File: config.mk
export PLATFORM = sky130hd
export DESIGN_NAME = imem_arbiter
export DESIGN_NICKNAME = d
export VERILOG_FILES = /design/src/rtl/imem_arbiter.sv
export SDC_FILE = /design/constraint.sdc
export NUM_CORES = 1
export LEC_CHECK = 0
export CAP_MARGIN = 20
export CORE_AREA = 2 2 95 97
export CTS_BUF_LIST = sky130_fd_sc_hd__clkbuf_4 sky130_fd_sc_hd__clkbuf_8
export CTS_CLUSTER_DIAMETER = 80
export CTS_CLUSTER_SIZE = 14
export DETAILED_ROUTE_END_ITERATION = 10
export DIE_AREA = 0 0 97 99
export PLACE_DENSITY = 0.69
export RECOVER_POWER = 100
export SLEW_MARGIN = 20
export SYNTH_ARGS = -nofsm -noshare
export SYNTH_HDL_FRONTEND = slang
export SYNTH_SLANG_ARGS = --single-unit
File: constraint.sdc
create_clock -name clk -period 2.5 [get_ports clk]
set_clock_uncertainty 0.15 [all_clocks]
set_input_delay 0.5 -clock clk [delete_from_list [all_inputs] [get_ports clk]]
set_output_delay 0.5 -clock clk [all_outputs]
set_load 0.01 [all_outputs]
File: src/rtl/imem_arbiter.sv
// Shares the single-ported instruction RAM between core fetch (fixed priority) and the debug/loader port.
// A starvation counter bounds the debug wait; d_lock holds fetch off during program loads.
module imem_arbiter #(
    parameter int ADDR_WIDTH   = 32,
    parameter int DEPTH_LOG2   = 7,
    parameter int STARVE_LIMIT = 4
) (
    input  logic                  clk,
    input  logic                  reset_n,
    input  logic                  f_req,
    input  logic [ADDR_WIDTH-1:0] f_addr,
    output logic                  f_gnt,
    output logic                  f_rvalid,
    output logic [31:0]           f_rdata,
    output logic                  f_err,
    input  logic                  d_req,
    input  logic                  d_we,
    input  logic [ADDR_WIDTH-1:0] d_addr,
    input  logic [31:0]           d_wdata,
    input  logic                  d_lock,
    output logic                  d_gnt,
    output logic                  d_rvalid,
    output logic [31:0]           d_rdata,
    output logic                  mem_en,
    output logic                  mem_we,
    output logic [DEPTH_LOG2-1:0] mem_addr,
    output logic [31:0]           mem_wdata,
    input  logic [31:0]           mem_rdata
);

    typedef enum logic [1:0] {OWN_NONE, OWN_FETCH, OWN_DEBUG} owner_t;

    localparam logic [3:0] LIMIT = 4'(STARVE_LIMIT);

    logic [3:0] starve_cnt;
    owner_t     resp_owner;
    logic       resp_we;
    logic       resp_err;
    logic       starved;

    assign starved = (starve_cnt == LIMIT);

    always_comb begin
        f_gnt = 1'b0;
        d_gnt = 1'b0;
        if (d_lock) begin
            d_gnt = d_req;
        end else if (starved && d_req) begin
            d_gnt = 1'b1;
        end else begin
            f_gnt = f_req;
            d_gnt = d_req && !f_req;
        end
    end

    // Address/data are forced to zero when idle so the RAM bus is quiet.
    always_comb begin
        mem_en    = f_gnt || d_gnt;
        mem_we    = d_gnt && d_we;
        mem_addr  = '0;
        mem_wdata = '0;
        if (d_gnt)
            mem_addr = d_addr[DEPTH_LOG2+1:2];
        else if (f_gnt)
            mem_addr = f_addr[DEPTH_LOG2+1:2];
        if (mem_en)
            mem_wdata = d_wdata;
    end

    always_ff @(posedge clk or negedge reset_n) begin
        if (!reset_n) begin
            starve_cnt <= 4'd0;
        end else if (d_req && !d_gnt) begin
            if (!starved)
                starve_cnt <= starve_cnt + 4'd1;
        end else begin
            starve_cnt <= 4'd0;
        end
    end

    always_ff @(posedge clk or negedge reset_n) begin
        if (!reset_n) begin
            resp_owner <= OWN_NONE;
            resp_we    <= 1'b0;
            resp_err   <= 1'b0;
        end else begin
            resp_owner <= f_gnt ? OWN_FETCH : (d_gnt ? OWN_DEBUG : OWN_NONE);
            resp_we    <= d_gnt && d_we;
            resp_err   <= f_gnt && (f_addr[1:0] != 2'b00);
        end
    end

    assign f_rvalid = (resp_owner == OWN_FETCH);
    assign f_rdata  = f_rvalid ? mem_rdata : 32'd0;
    assign f_err    = f_rvalid && resp_err;
    assign d_rvalid = (resp_owner == OWN_DEBUG);
    assign d_rdata  = (d_rvalid && !resp_we) ? mem_rdata : 32'd0;

    // Word-offset and out-of-range address bits are intentionally dropped.
    logic unused_addr_bits;
    assign unused_addr_bits = ^{f_addr[ADDR_WIDTH-1:DEPTH_LOG2+2], f_addr[1:0],
                                d_addr[ADDR_WIDTH-1:DEPTH_LOG2+2], d_addr[1:0]};

endmodule

Yosys cells after proc, flatten, opt, wreduce, memory -nomap -nowiden
Cells that the tools add are included.
{ "classes": {"muxes": 13, "n_reduce_logical": 12, "eq_ne": 4, "n_addsub": 1} }
{ "ops": {"columns": ["cell", "count"], "rows": [
  ["$mux W32", 3],
  ["$mux W7", 2],
  ["$mux W4", 2],
  ["$logic_and A1 B1 Y1", 7],
  ["$add A4 B1 Y4 const B", 1],
  ["$eq A4 B3 Y1 const B", 1],
  ["$mux W1", 4],
  ["$mux W2", 2],
  ["$logic_not A1 Y1", 3],
  ["$eq A2 B1 Y1 const B", 1],
  ["$eq A2 B2 Y1 const B", 1],
  ["$ne A2 B2 Y1 const B", 1],
  ["$reduce_bool A2 Y1", 1],
  ["$logic_or A1 B1 Y1", 1]
]} }
{ "word_totals": {"regBits": 8, "input_bits": 134, "wordCells": 34} }

Longest topological paths before layout
Gate-level depths: netlist of the first run.
{ "depth": {"ltp_word": 7, "ltp_mapped": 6, "ltp_nobuf": 5} }

Worst setup path before layout of the first run
No wires, ideal clock.
{ "synth_timing": {"kind": "reg-to-output", "startpoint": "reg starve_cnt[0]", "endpoint": "out mem_we", "n_path_buf": 0, "t_arrival_ns": 1.292, "slack_ns": 0.558, "path_stages_with_launch": 6, "path_cell_list": "dfrtp_1 inv_1 ha_1 nand3b_4 a21oi_2 and2_1"} }
{ "synth_between": {"elab_chain_len": 5} }
{ "synth_rtl": {"columns": ["element", "line_no", "text"], "rows": [
  ["from (decl)", "35", "logic [3:0] starve_cnt;"],
  ["from (signal assigned)", "75", "starve_cnt <= starve_cnt + 4'd1;"],
  ["$eq A4 B3 Y1", "41", "assign starved = (starve_cnt == LIMIT);"],
  ["$logic_and A1 B1 Y1", "48", "end else if (starved && d_req) begin"],
  ["$mux W1", "48", null],
  ["$mux W1", "46", "if (d_lock) begin"],
  ["net d_gnt", "21", "output logic d_gnt,"],
  ["$logic_and A1 B1 Y1", "59", "mem_we = d_gnt && d_we;"],
  ["to (decl)", "25", "output logic mem_we,"]
]} }
The timed path passes the listed nets, and every way through them passes these cells.

Worst setup path after layout of the first run
{ "layout_timing": {"startpoint": "reg resp_owner[0]", "endpoint": "out d_rdata[2]"} }
{ "layout_between": {"elab_chain_len": 3} }
{ "layout_rtl": {"columns": ["element", "line_no", "text"], "rows": [
  ["from (decl)", "36", "owner_t resp_owner;"],
  ["from (signal assigned)", "87", "resp_owner <= f_gnt ? OWN_FETCH : (d_gnt ? OWN_DEBUG : OWN_NONE);"],
  ["$eq A2 B2 Y1", "96", "assign d_rvalid = (resp_owner == OWN_DEBUG);"],
  ["$logic_and A1 B1 Y1", "97", "assign d_rdata = (d_rvalid && !resp_we) ? mem_rdata : 32'd0;"],
  ["$mux W32", "97", null],
  ["to (decl)", "23", "output logic [31:0] d_rdata,"]
]} }
No other way between the ends.

==> results of run 1 <==
power breakdown:
group / total [µW] / switching [µW] / internal [µW]
registers: 136 / 1.92 / 134
logic: 445 / 163 / 282
clock network: 155 / 50.8 / 104
worst register-to-register path: stages (launching register included):
cell and delay [ns]:
dfrtp_1 0.40, inv_1 0.07, ha_1 0.19, nand3b_4 0.11, o21a_4 0.25, clkbuf_4 0.14, o21a_1 0.13
cell families after synthesis:
logic type               after synthesis  synth area share, %
buffers and inverters                 15                 5.98
adder cells (fa/ha/maj)                2                 2.25
AND/OR/NAND/NOR                      110                 64.0
AO/OA/AOI/OAI                         11                 8.12
flip-flops                             8                 18.0
XOR/XNOR                               2                 1.58
worst min-delay path by stage:
stage / start / endpoint / slack [ns]
4_1_cts: starve_cnt[0] / starve_cnt[0] / 0.34
3_5_place_dp: starve_cnt[0] / starve_cnt[0] / 0.33
3_3_place_gp: starve_cnt[0] / starve_cnt[0] / 0.33
2_1_floorplan: reset_n / resp_err / 0.05
5_1_grt: starve_cnt[0] / starve_cnt[0] / 0.36
6_report: starve_cnt[0] / starve_cnt[0] / 0.33
metal layers:
metal	part of all wire, %	global-route usage, %	wire length (µm)	vias to the layer above
met1	36	9.89	1860	750
li1	-	-	-	871
met5	0	0	0	-
met2	53	19.9	2780	132
met4	1.9	4.55	99	0
met3	9.2	2.06	480	6
cell type report:
class | count | share of cell area, %
clock buffer | 3 | 1.30
inverter | 5 | 0.591
timing repair buffer | 212 | 60.9
tap | 108 | 4.26
sequential | 8 | 6.31
multi-input combinational | 125 | 26.6
per-stage QoR:
stage          worst slack (ns)  TNS, ns  utilization [%]  std cells
6_report                 0.0799        0             37.1        461
5_1_grt                 0.00338        0             37.1        461
4_1_cts                  -0.129   -0.277             37.7        459
3_5_place_dp             -0.435   -10.85             38.4        452
3_3_place_gp             -0.430   -10.73             38.4        452
2_1_floorplan             0.558        0                -        148
flip-flops by register name, indices dropped and copies added (netlist names):
register and cells:
resp_err 1, resp_owner 2, resp_we 1, starve_cnt 4
timing repair:
action / in CTS / in global routing
setup endpoints to repair: 43 / 39
buffers inserted: 4 / 2
hold buffers: 0 / 0
resized for setup: 137 / 12
synthesized netlist by cell type, drive strengths merged:
cell    number
nor2         5
xor2         1
buf          1
a21oi        2
dfrtp        8
ha           2
a22o         7
nand3b       1
o21a         2
and2        66
clkbuf       9
nor2b       31
inv          5
and2b        5
xnor2        1
nand3        2
==> reports/metrics.cfg, run 1 <==
[detailed_routing]
via_count=1759
routed_wl_mm=5.22
wl_per_cell_um=11.3
vias_per_cell=3.82
ant_nets=0
drc=0
drtIter0Drc=8
first_pass_iters=3

[clock_tree]
clk_path_buf_depth=2
clk_pin_slew_worst_paths_ns=0.04
cts_root_buffer=clkbuf_8
insertion_delay_ns=0.23
tritoncts=yes
numCtsBuffers=3
cts.sinks=8
h-tree-depth=1

[global_routing]
grt_max_degree=35
grt_overflow_total=0
grt_pass1_wl_mm=7.71
track_usage_pct=10.0
grt_pass1_vias=1664
antenna_found_initial=0

[floorplanning]
dieWidth_um=97
fp.dieH_um=99
ios=244
start_util_pct=13.0
core_area_um2=8550
rows=34
die_area_um2=9600

[synthesis]
yosysTopAreaCellShare_pct=37.2
synth.area.top_cells=and2_1 (37%), dfrtp_1 (18%), nor2b_1 (16%)
synth_area_per_cell_um2=7.50
synthDistinctLibCells=21
syn_nets=284
ys_seq_area_share_pct=18.0
synth_top_area_cell=and2_1
synth-seq-cells=8
yosysWarnings=0
synth_area_um2=1110
synthCells=148

[worst_setup_path]
crit_path_max_incr_delay_ns=0.54
critPathTopFamily=buffers and inverters
rr_startpoint=starve_cnt[0]
end_kind=output port
critPathLaunchType=register
crit_buf_inv=2
cp-endpoint=d_rdata[2]
criticalPathCategory=register to output port
ff2ff_setup_slack_ns=0.94
cp_cell_sequence=nor2b_2, and2b_1, buf_12, and2_1, clkdlybuf4s50_1
reg2regPathDepth=6
crit_fanout=32
crit_start=resp_owner[0]
path_depth=5
required_ns=1.85
r2r-end=resp_err
cp_slowest_cell=clkdlybuf4s50_1
crit_arrival_ns=1.77

[layout]
final_common_cell=clkdlybuf4s50_1
ff_latch_area_um2=200
multi_input_area_um2=846
nFillCells=898
final_nets=491
drive_gt1_share_pct=7.93
fin_area_um2=3170
diodes=0
syn2layout_area_growth_pct=186
layout_common_cells=clkdlybuf4s50_1 (119), and2_1 (54), dlygate4sd3_1 (30), nor2b_1 (29), clkbuf_1 (29)

[power]
total_power_uw=736
p_leak_uw=0.00138
p_per_area_nw_per_um2=232
ir_worst_vdd_mv=0.118

[sta]
period_share_pct=96.8
finalCriticalPeriod_ns=2.42
worst_slew_pin_slew_ns=0.389
final_max_slew_viol_count=0
hold_ws_ns=0.332
rsz0062_at_grt=false
slew_headroom_pct=74.0
max_freq_mhz=413
hold_viol_final=0
setup_violations=0

[flow_run]
max-cap-violations=0

[min_path]
hold_path.class=register to register
hold_depth=1

[run_status]
status=completed

[placed_design]
numPortBuffers=195
hpwl_mm=4.71
placed_cell_area_um2=3280
place_congestion=0.812

No activity file was read; power rests on OpenSTA's default activity.
==> run 2: changes to the inputs <==
- clock period: 2.5 -> 2.3 ns (I/O delays scaled with it)
==> run 2 against run 1 <==
Clock-buffer cell count stayed put. Core utilization increased by 1.5 points. Total power increased by 8.9%. Die area did not move. Worst hold slack improved by 0.070 ns. Via count up 2.8%. Register-to-register slack worse by 0.11 ns. First-iteration DRC count grew to 3.9 times the previous value. Final cell count grew 1.7%. Flip-flop and latch count unchanged. Routed wire length is 6.7% higher. Critical path type is now input port to output port. Largest cell class unchanged. Largest power group unchanged.
==> reports/metrics.cfg, run 2 (synthesis gave the netlist of run 1 again) <==
[worst_setup_path]
crit_path_max_incr_delay_ns=0.26  ; was 0.54 ns
path_common_cell=dlygate4sd2_1
required_ns=1.69  ; was 1.85 ns
crit_start=d_lock  ; was resp_owner[0]
cp-endpoint=mem_wdata[22]  ; was d_rdata[2]
end_kind=output port  ; unchanged
cp_cell_sequence=dlygate4sd2_1, nor2b_4, nor2_4, buf_4, buf_12, and2b_1, dlygate4sd2_1  ; was nor2b_2, and2b_1, buf_12, and2_1, clkdlybuf4s50_1
path_depth=7  ; was 5
crit_arrival_ns=1.64  ; was 1.77 ns
critPathTopFamily=buffers and inverters  ; unchanged
r2r-end=resp_we  ; was resp_err
ff2ff_setup_slack_ns=0.83  ; was 0.94 ns
criticalPathCategory=input port to output port  ; was register to output port
crit_fanout=6  ; was 32
rr_startpoint=starve_cnt[0]  ; unchanged
crit_buf_inv=4  ; was 2
critPathLaunchType=input port  ; was register
cp_slowest_cell=dlygate4sd2_1  ; was clkdlybuf4s50_1
reg2regPathDepth=7  ; was 6

[power]
total_power_uw=801  ; was 736 µW
p_leak_uw=0.00205  ; was 0.00138 µW
ir_worst_vdd_mv=0.183  ; was 0.118 mV
p_per_area_nw_per_um2=243  ; was 232 nW/µm²

[clock_tree]
h-tree-depth=1  ; unchanged
numCtsBuffers=3  ; unchanged
tritoncts=yes  ; unchanged
clk_pin_slew_worst_paths_ns=0.04  ; about the same
clk_path_buf_depth=2  ; unchanged
insertion_delay_ns=0.23  ; about the same
cts.sinks=8  ; unchanged
cts_root_buffer=clkbuf_8  ; unchanged
cts_hold_buf=0  ; unchanged

[flow_run]
max-cap-violations=0  ; unchanged

[floorplanning]
fp.dieH_um=99  ; unchanged
die_area_um2=9600  ; unchanged
dieWidth_um=97  ; unchanged
rows=34  ; unchanged
core_area_um2=8550  ; unchanged
start_util_pct=13.0  ; unchanged
ios=244  ; unchanged

[sta]
setup_violations=0  ; unchanged
setup_tns_ns=0  ; unchanged
hold_ws_ns=0.403  ; was 0.332 ns
max_freq_mhz=445
worst_slew_pin_slew_ns=0.373  ; was 0.389 ns
final_max_slew_viol_count=0  ; unchanged
finalCriticalPeriod_ns=2.25
hold_viol_final=0  ; unchanged
slew_headroom_pct=75.0  ; was 74.0%
period_share_pct=97.8
rsz0062_at_grt=false  ; unchanged

[detailed_routing]
wl_per_cell_um=11.9  ; was 11.3 µm
routed_wl_mm=5.57  ; was 5.22 mm
via_count=1808  ; was 1759
first_pass_iters=3  ; unchanged
ant_nets=0  ; unchanged
vias_per_cell=3.86  ; was 3.82
drtIter0Drc=31  ; was 8
drc=0  ; unchanged

[placed_design]
hpwl_mm=4.75  ; was 4.71 mm
place_congestion=0.812  ; about the same
numPortBuffers=195  ; unchanged
placed_cell_area_um2=3300  ; was 3280 µm²

[global_routing]
grt_pass1_vias=1753  ; was 1664
grt_overflow_total=0  ; unchanged
antenna_found_initial=0  ; unchanged
grt_max_degree=35  ; unchanged
grt_pass1_wl_mm=8.22  ; was 7.71 mm
track_usage_pct=10.6  ; was 10.0%

[layout]
layout_common_cells=clkdlybuf4s50_1 (83), and2_1 (65), dlygate4sd2_1 (51), nor2b_1 (29), dlymetal6s2s_1 (29)  ; was clkdlybuf4s50_1 (119), and2_1 (54), dlygate4sd3_1 (30), nor2b_1 (29), clkbuf_1 (29)
regMostFlops=starve_cnt  ; unchanged
top_regs=starve_cnt x4, resp_owner x2  ; unchanged
fin_area_um2=3300  ; was 3170 µm²
final_nets=499  ; was 491
diodes=0  ; unchanged
largest_register_ffs=4  ; unchanged
drive_gt1_share_pct=15.2  ; was 7.93%
syn2layout_area_growth_pct=198  ; was 186%
final_common_cell=clkdlybuf4s50_1  ; unchanged
fin_util_pct=38.6  ; was 37.1%
nFillCells=906  ; was 898

[run_status]
status=completed  ; unchanged

[min_path]
hold_depth=2  ; was 1
hold_path.class=register to register  ; unchanged

==> run 2: cell count changes in the layout (fill, tap and decap cells not counted), sizes merged <==
cell,change
clkdlybuf4s15,-1
dlymetal6s2s,+27
buf,+17
dlygate4sd3,-29
dlygate4sd2,+42
clkbuf,-9
clkdlybuf4s25,-3
clkdlybuf4s50,-36
==> run 2: metrics by stage <==
step,cells,worst slack (ns)
floorplan,148,0.398
global placement,454,-0.506
detailed placement,454,-0.526
CTS,467,0.0000853
global route,469,0.00453
finish,469,0.0515
==> run 2: repair_timing <==
item | CTS | global route
endpoints found under the setup margin | 79 | 58
pin swaps | 2 | 0
buffers inserted | 10 | 2
resized for setup | 146 | 53
==> run 2: area by class of cell <==
class                      instances  area, µm²  area share, %
inverter                           5       18.8          0.568
tap                              108        135           4.09
multi-input combinational        125        862           26.1
clock buffer                       3       41.3           1.25
timing repair buffer             220       2040           61.9
sequential                         8        200           6.06
==> run 2: worst register-to-register path: stages, from the launching register on <==
cell      delay [ns]
dfrtp_1         0.39
inv_2           0.07
ha_4            0.13
nand3b_4        0.09
a21oi_1         0.16
buf_4           0.18
and2_4          0.15
buf_4           0.09
==> run 2: where the power goes <==
part           total [µW]  internal, µW  leakage (µW)  switching [µW]
Combinational         485           304       0.00192             181
Clock                 168           113     0.0000216            54.9
Sequential            148           146      0.000107            2.02
Total                 801           564       0.00205             238
==> run 2: how the worst min path moves through the flow <==
stage                  startpoint            end  slack, ns
floorplan                 reset_n       resp_err       0.01
global placement    starve_cnt[3]  starve_cnt[3]       0.37
detailed placement  starve_cnt[0]  starve_cnt[0]       0.38
CTS                       reset_n  starve_cnt[0]       0.38
global route        starve_cnt[3]  starve_cnt[3]       0.45
finish              starve_cnt[3]  starve_cnt[3]       0.40
==> run 2: routing by layer <==
layer / track usage [%] / wire, µm
met5: 0 / 0
met2: 21.5 / 3000
met4: 3.25 / 63
met1: 10.7 / 1980
met3: 2.27 / 527
==> run 3: changes to the inputs <==
- CTS_CLUSTER_DIAMETER: 80 -> 100
==> results of run 3 <==
No change in the layout: final DEF, timing and power equal those of run 2.
